[config.mk]
export PLATFORM = sky130hd
export DESIGN_NAME = udp_tx_arbiter
export DESIGN_NICKNAME = d
export VERILOG_FILES = /design/src/rtl/udp_tx_arbiter.sv
export SDC_FILE = /design/constraint.sdc
export NUM_CORES = 1
export LEC_CHECK = 0
export ABC_AREA = 1
export CORE_MARGIN = 3
export CORE_UTILIZATION = 45
export DETAILED_ROUTE_END_ITERATION = 12
export PLACE_DENSITY_LB_ADDON = 0.08
export SYNTH_ARGS = -nofsm -noshare
export SYNTH_HDL_FRONTEND = slang
export SYNTH_SLANG_ARGS = --single-unit
[constraint.sdc]
create_clock -name clk -period 2.5 [get_ports clk]
set_clock_uncertainty 0.05 [all_clocks]
set_input_delay 0.25 -clock clk [delete_from_list [all_inputs] [get_ports clk]]
set_output_delay 0.25 -clock clk [all_outputs]
set_load 0.02 [all_outputs]
[src/rtl/udp_tx_arbiter.sv]
// Packet-granular arbiter that shares one UDP transmit channel between the video
// packetizer (src0, priority) and the status generator (src1), with a stall watchdog.
module udp_tx_arbiter #(
    parameter int unsigned MAX_S0_BURST = 8,
    parameter logic [15:0] TIMEOUT_CYC  = 16'd4096
) (
    input  logic        clk,
    input  logic        rst,
    input  logic        s0_valid,
    output logic        s0_ready,
    input  logic [7:0]  s0_data,
    input  logic        s0_last,
    input  logic [15:0] s0_length,
    input  logic        s0_reset,
    input  logic        s1_valid,
    output logic        s1_ready,
    input  logic [7:0]  s1_data,
    input  logic        s1_last,
    input  logic [15:0] s1_length,
    input  logic        s1_reset,
    input  logic        m_ready,
    output logic        m_valid,
    output logic [7:0]  m_data,
    output logic        m_last,
    output logic [15:0] m_length,
    output logic        m_reset,
    output logic [1:0]  grant,
    output logic [7:0]  abort_cnt
);

    localparam int unsigned LW = 16;
    localparam int unsigned CW = 8;

    typedef enum logic [1:0] {
        IDLE  = 2'd0,
        LOCK0 = 2'd1,
        LOCK1 = 2'd2
    } state_t;

    state_t          state_q, state_d;
    logic [LW-1:0]   len_q, len_d;
    logic [CW-1:0]   burst_q, burst_d;
    logic [LW-1:0]   wd_q, wd_d;
    logic [CW-1:0]   abort_q, abort_d;
    logic            m_reset_q, m_reset_d;

    logic            burst_limit;
    logic            win1;
    logic            sel1;
    logic            sel_any;
    logic            beat;
    logic            abort_pulse;
    logic [LW:0]     wd_inc;

    // State and counter registers
    always_ff @(posedge clk) begin
        if (rst) begin
            state_q   <= IDLE;
            len_q     <= '0;
            burst_q   <= '0;
            wd_q      <= '0;
            abort_q   <= '0;
            m_reset_q <= 1'b0;
        end else begin
            state_q   <= state_d;
            len_q     <= len_d;
            burst_q   <= burst_d;
            wd_q      <= wd_d;
            abort_q   <= abort_d;
            m_reset_q <= m_reset_d;
        end
    end

    // Owner selection and zero-latency datapath mux; everything idles while rst is high
    always_comb begin
        burst_limit = (MAX_S0_BURST != 0) && (32'(burst_q) >= MAX_S0_BURST);
        win1        = (s0_valid && s1_valid) ? burst_limit : s1_valid;
        sel1        = 1'b0;
        sel_any     = 1'b0;
        m_valid     = 1'b0;
        m_data      = '0;
        m_last      = 1'b0;
        m_length    = '0;
        grant       = '0;
        s0_ready    = 1'b0;
        s1_ready    = 1'b0;
        case (state_q)
            IDLE: begin
                sel_any = s0_valid || s1_valid;
                sel1    = win1;
            end
            LOCK0: begin
                sel_any = 1'b1;
                sel1    = 1'b0;
            end
            LOCK1: begin
                sel_any = 1'b1;
                sel1    = 1'b1;
            end
            default: begin
                sel_any = 1'b0;
            end
        endcase
        if (!rst && sel_any) begin
            m_valid  = sel1 ? s1_valid : s0_valid;
            m_data   = sel1 ? s1_data  : s0_data;
            m_last   = sel1 ? s1_last  : s0_last;
            s0_ready = m_ready && !sel1;
            s1_ready = m_ready && sel1;
            grant    = sel1 ? 2'b10 : 2'b01;
            if (state_q == IDLE) begin
                m_length = sel1 ? s1_length : s0_length;
            end else begin
                m_length = len_q;
            end
        end
    end

    assign beat = m_valid && m_ready;

    // Next-state, burst guard and watchdog
    always_comb begin
        state_d     = state_q;
        len_d       = len_q;
        burst_d     = burst_q;
        abort_d     = abort_q;
        wd_d        = '0;
        abort_pulse = 1'b0;
        wd_inc      = 17'(wd_q) + 17'd1;
        case (state_q)
            IDLE: begin
                if (beat) begin
                    len_d = m_length;
                    if (!m_last) begin
                        state_d = sel1 ? LOCK1 : LOCK0;
                    end
                end
            end
            LOCK0, LOCK1: begin
                // A beat in the expiry cycle takes precedence over the abort
                if (beat) begin
                    if (m_last) begin
                        state_d = IDLE;
                    end
                end else if (wd_inc >= 17'(TIMEOUT_CYC)) begin
                    abort_pulse = 1'b1;
                    state_d     = IDLE;
                end else begin
                    wd_d = wd_inc[LW-1:0];
                end
                if ((state_q == LOCK0 && s0_reset) || (state_q == LOCK1 && s1_reset)) begin
                    state_d = IDLE;
                    wd_d    = '0;
                end
            end
            default: begin
                state_d = IDLE;
            end
        endcase
        if (beat && m_last && !sel1 && s1_valid) begin
            if (burst_q != 8'hFF) begin
                burst_d = burst_q + 8'd1;
            end
        end else if (beat && sel1 && state_q == IDLE) begin
            burst_d = '0;
        end
        if (abort_pulse && abort_q != 8'hFF) begin
            abort_d = abort_q + 8'd1;
        end
        m_reset_d = s0_reset || s1_reset || abort_pulse;
    end

    assign m_reset   = m_reset_q;
    assign abort_cnt = abort_q;

endmodule

[Word-level counts from Yosys, hierarchy flattened]
Cells that the tools add are included.
Storage, ports and cells
  output and inout port bits: 39
  register bits: 51
  word-level logic and storage cells: 76
Cells by class
  $lt $le $gt $ge: 2
  add/subtract/negate cells: 3
  bitwise logic cells: 1
  muxes and demuxes: 29
  reductions and logical operators: 26
  eq/ne operators: 9
Operator list (count)
  $mux W16: 3
  $mux W8: 5
  $add A16 B1 Y17 const B: 1
  $ge A17 B13 Y1 const B: 1
  $add A8 B1 Y8 const B: 2
  $mux W2: 8
  $ne A8 B8 Y1 const B: 2
  $logic_and A1 B1 Y1: 13
  $mux W1: 10
  $ge A8 B4 Y1 const B: 1
  $reduce_or A5 Y1: 1
  $logic_or A1 B1 Y1: 4
  $ne A2 B2 Y1 const B: 2
  $ne A4 B1 Y1 const B: 1
  $ne A4 B3 Y1 const B: 1
  $pmux W1 S2: 2
  $pmux W2 S2: 1
  $reduce_and A2 Y1: 2
  $reduce_and A4 Y1: 1
  $eq A2 B1 Y1 const B: 1
  $eq A2 B2 Y1 const B: 1
  $logic_not A1 Y1: 2
  $logic_not A2 Y1: 1
  $ne A2 B1 Y1 const B: 1
  other kinds (3): 3

[Logic depth before layout (Yosys ltp)]
  depth in word-level cells: 11
  gate-level depth with buffers: 15
  mapped depth without buffers: 15

[Least setup slack after synthesis]
No wires, ideal clock.
  path type: register to output
  start: register state_q[0]
  end: output port m_data[0]
  stages on the path, launching flop included: 9
  arrival: 1.876 ns
  required time: 2.200 ns
  path slack: 0.324 ns
  buffers on the path: 0
  path through: dfxtp_1 -> inv_1 -> ha_1 -> nand2_1 -> inv_1 -> nand2_1 -> nand2_4 -> nor2_1 -> a22o_1
Between the ends
  word-level cells in the longest chain between the ends: 5
  elaborated cells between the ends (all ways): 9
  classes of those cells: eq/ne (2); mux (4); reduce/logical (3)
RTL lines
  from (decl): RTL line 40  | state_t state_q, state_d;
  from (signal assigned): RTL line 65  | state_q <= state_d;
  $eq A2 B1 Y1 or $eq A2 B2 Y1 (tied branches): RTL line 87  | case (state_q)
  $reduce_or A2 Y1 (no line)
  $pmux W1 S2: RTL line 87
  $logic_and A1 B1 Y1: RTL line 104  | if (!rst && sel_any) begin
  $mux W8 *: RTL line 104
  to (decl): RTL line 23  | output logic [7:0] m_data,
Every way passes the cells marked *; elsewhere a longest branch is shown, timed or not.

[Worst setup path in the final report]
  start: register state_q[0]
  end: output port m_length[10]
Between the ends
  word-level cells in the longest chain between the ends: 5
  elaborated cells between the ends (all ways): 10
  classes of those cells: eq/ne (2); mux (5); reduce/logical (3)
RTL lines
  $eq A2 B2 Y1, or another cell as far along: RTL line 87
  $pmux W1 S2 or $reduce_or A2 Y1 (tied branches)
  $mux W16 or $pmux W1 S2 (tied branches): RTL line 112, 87
  $mux W16 or $logic_and A1 B1 Y1 (tied branches): RTL line 111, 104
  $mux W16 *: RTL line 104
  to (decl): RTL line 25  | output logic [15:0] m_length,
Marked as above.

==> results.txt <==
DRT iter0 DRCs: 130
Fin. max-slew vios: 0
Setup crit end kind: output pin
P_leak: 2.05 nW
Via Count: 3425
Period utilization: 95.0%
F_max: 421 MHz
Yosys Warn Count: 0
Core Area: 6570 um^2
Register area: 1020 um^2
CTS Hold Buffers Added: 0
Number of global-route vias before repair: 3218
H-tree level count: 2
Global Route Usage Sum: 20.6%
Fin cells: 698
WP data required: 2.20 ns
DR WL/cell: 12.1 um
Num CTS Buffers: 5
Reg2Reg Capture Point: wd_q[2]
Dpl hpwl: 6.42 mm
GP Congestion: 0.824
Reg2reg setup slack: 0.25 ns
Multi-input logic area: 1910 um^2
Hold path endpoint: wd_q[0]
CTS max path bufs: 2
Hold Crit Class: flop to flop
CP arrival: 2.07 ns
Die height: 89.9 um
Most common cell after layout, fill and taps aside: nand2_1
Syn Std Cell Area: 3170 um^2
Unrepaired setup endpoints after global routing: no
Final core occ: 69.2%
Final nets: 669
Rows: 29
Mapped Cells: 470
CP startpoint: state_q[0]
Final Hold Fails: 0
Crit path kind: flop to output pin
I/O Buffers: 95
Status: finished, final reports clean
Most frequent cells in the layout: nand2_1 (134), clkdlybuf4s50_1 (65), dfxtp_1 (51), inv_1 (48), nor2_1 (47)
Fillcell total: 567
Max Cap Viol: 0
Pre-Repair DR Iteration Count: 4
Min cycle time layout: 2.37 ns
Critical path's slowest cell: dfxtp_1
WL final: 8.44 mm
Detail Route Antenna Nets: 0
Seq/Total Area, Yosys: 32.2%
Avg Cell Area, Syn: 6.74 um^2
DR vias/cell: 4.91
Hold Path Depth: 1
Synth cell types: 33
Root Driver: clkbuf_8
# diodes: 0
Place WS: -0.354 ns
Worst R2R Path Depth: 11
Clk_lat worst skew: 0.31 ns
Synthesis-to-finish area growth: 43.3%
Min Hold Slack: 0.443 ns
Pwr Density: 876 nW/um^2
Cells along the critical path: inv_2 > ha_4 > nand2_1 > buf_4 > nand3_1 > nand2_2 > buf_4 > inv_4 > buf_12 > nand2_1 > inv_1 > clkdlybuf4s15_2
Min-delay src: wd_q[0]
Initial antenna violation count: 0
Starting Density: 48.3%
CTS tree: built
Worst r2r src: wd_q[0]
# IOs: 96
Pin count of the biggest net entering global routing: 33
Setup violators final: 0
Die ar.: 8090 um^2
First-pass GRT wire length: 14.2 mm
Seq cells post-synth: 51
DRC: 0
Die X: 89.9 um
Cells after DPL: 687
Startpoint Class: flop
VDD IR max: 0.000396 V
Clock-pin slew on the worst setup and hold paths: 0.10 ns
Global route overflow: 0
PnR worst setup slack: 0.125 ns
CP Max Fanout: 17
Share of layout cells above drive strength 1: 20.8%
Max incr delay on CP: 0.35 ns
Clock Sinks: 51
## critical path: cells and delay by family, from the launching register on
kind          cells  cell delay, ns
buf+inv           7            0.94
flops             1            0.35
simple gates      4            0.31
fa+ha+maj         1            0.16
## cells by family (layout without fill, tap and decap cells)
kind of cell,after synthesis,count (layout),share of synthesized area [%]
AND/OR/NAND/NOR,275,275,39.8
buffers and inverters,67,199,8.80
AO/OA/AOI/OAI,53,53,11.8
flip-flops,51,51,32.2
XOR/XNOR,15,15,4.15
adder cells (fa/ha/maj),8,8,3.16
other,1,4,0.118
## cell type report
| cell class | instances | area share [%] |
|---|---|---|
| sequential | 51 | 22.5 |
| inverter | 54 | 4.52 |
| tap | 93 | 2.56 |
| timing repair buffer | 137 | 26.4 |
| clock inverter | 3 | 0.441 |
| multi-input combinational | 355 | 42.1 |
| clock buffer | 5 | 1.52 |
## timing repair
item	4_1_cts	5_1_grt
setup buffers	2	0
pin swaps	1	1
gates cloned	0	1
gates resized for setup	63	38
endpoints found under the setup margin	30	28
## how the worst max path moves through the flow
| stage | depth (start not counted) | slack [ns] | to |
|---|---|---|---|
| after floorplan | 8 | 0.32 | m_data[0] |
| after global placement | 10 | -0.31 | m_length[2] |
| after detailed placement | 11 | -0.35 | m_length[1] |
| after CTS | 8 | -0.16 | grant[1] |
| after global routing | 12 | 0.002 | m_length[10] |
| final | 12 | 0.13 | m_length[10] |
## routing by layer
layer,vias up,part of all wire [%],GRT usage [%]
met3,11,7.0,5.43
met4,0,1.3,5.87
met2,105,48,35.2
met1,1534,44,25.7
li1,1775,-,-
met5,-,0,0
## synthesized netlist by cell type
library cell | instances | share of area, %
ha_1 | 8 | 3.2
nor2_4 | 3 | 1.1
buf_6 | 2 | 0.71
o21ai_1 | 1 | 0.16
xnor2_1 | 5 | 1.4
nand4_1 | 13 | 2.6
o21ai_0 | 10 | 1.6
nand3_4 | 1 | 0.55
conb_1 | 1 | 0.12
nor3_1 | 4 | 0.63
dfxtp_1 | 51 | 32
clkbuf_1 | 4 | 0.47
a21oi_1 | 22 | 3.5
nor3b_1 | 1 | 0.24
inv_1 | 50 | 5.9
o211ai_1 | 1 | 0.24
buf_4 | 2 | 0.47
xor2_1 | 10 | 2.8
nand2_2 | 7 | 1.4
a211oi_2 | 9 | 3.6
nor3_2 | 1 | 0.32
buf_2 | 4 | 0.63
a21oi_2 | 1 | 0.28
nor2_1 | 49 | 5.8
nor2_2 | 17 | 3.4
nand3_1 | 42 | 6.6
a22o_1 | 8 | 2.2
buf_1 | 1 | 0.12
nand2_1 | 134 | 16
a221oi_1 | 1 | 0.28
nand2_4 | 2 | 0.71
inv_2 | 4 | 0.47
nand4_4 | 1 | 0.67
## sequential cells by signal, indices dropped and copies added, names as in the netlist
| name | flops |
|---|---|
| burst_q | 8 |
| abort_cnt | 8 |
| m_reset | 1 |
| len_q | 16 |
| state_q | 2 |
| wd_q | 16 |
## per-stage QoR
step	area [um^2]	total power [mW]	setup TNS, ns
global route	4540	4.29	0
CTS	4630	4.02	-0.159
finish	4540	3.98	0
detailed placement	4500	3.54	-7.34
global placement	4500	3.50	-5.96
floorplan	3180	2.40	0
## where the power goes
group	switching, mW	internal [mW]	total (mW)
combinational	1.46	1.09	2.55
clock	0.287	0.195	0.482
sequential	0.0500	0.895	0.945
(Power assumes the default switching activity.)
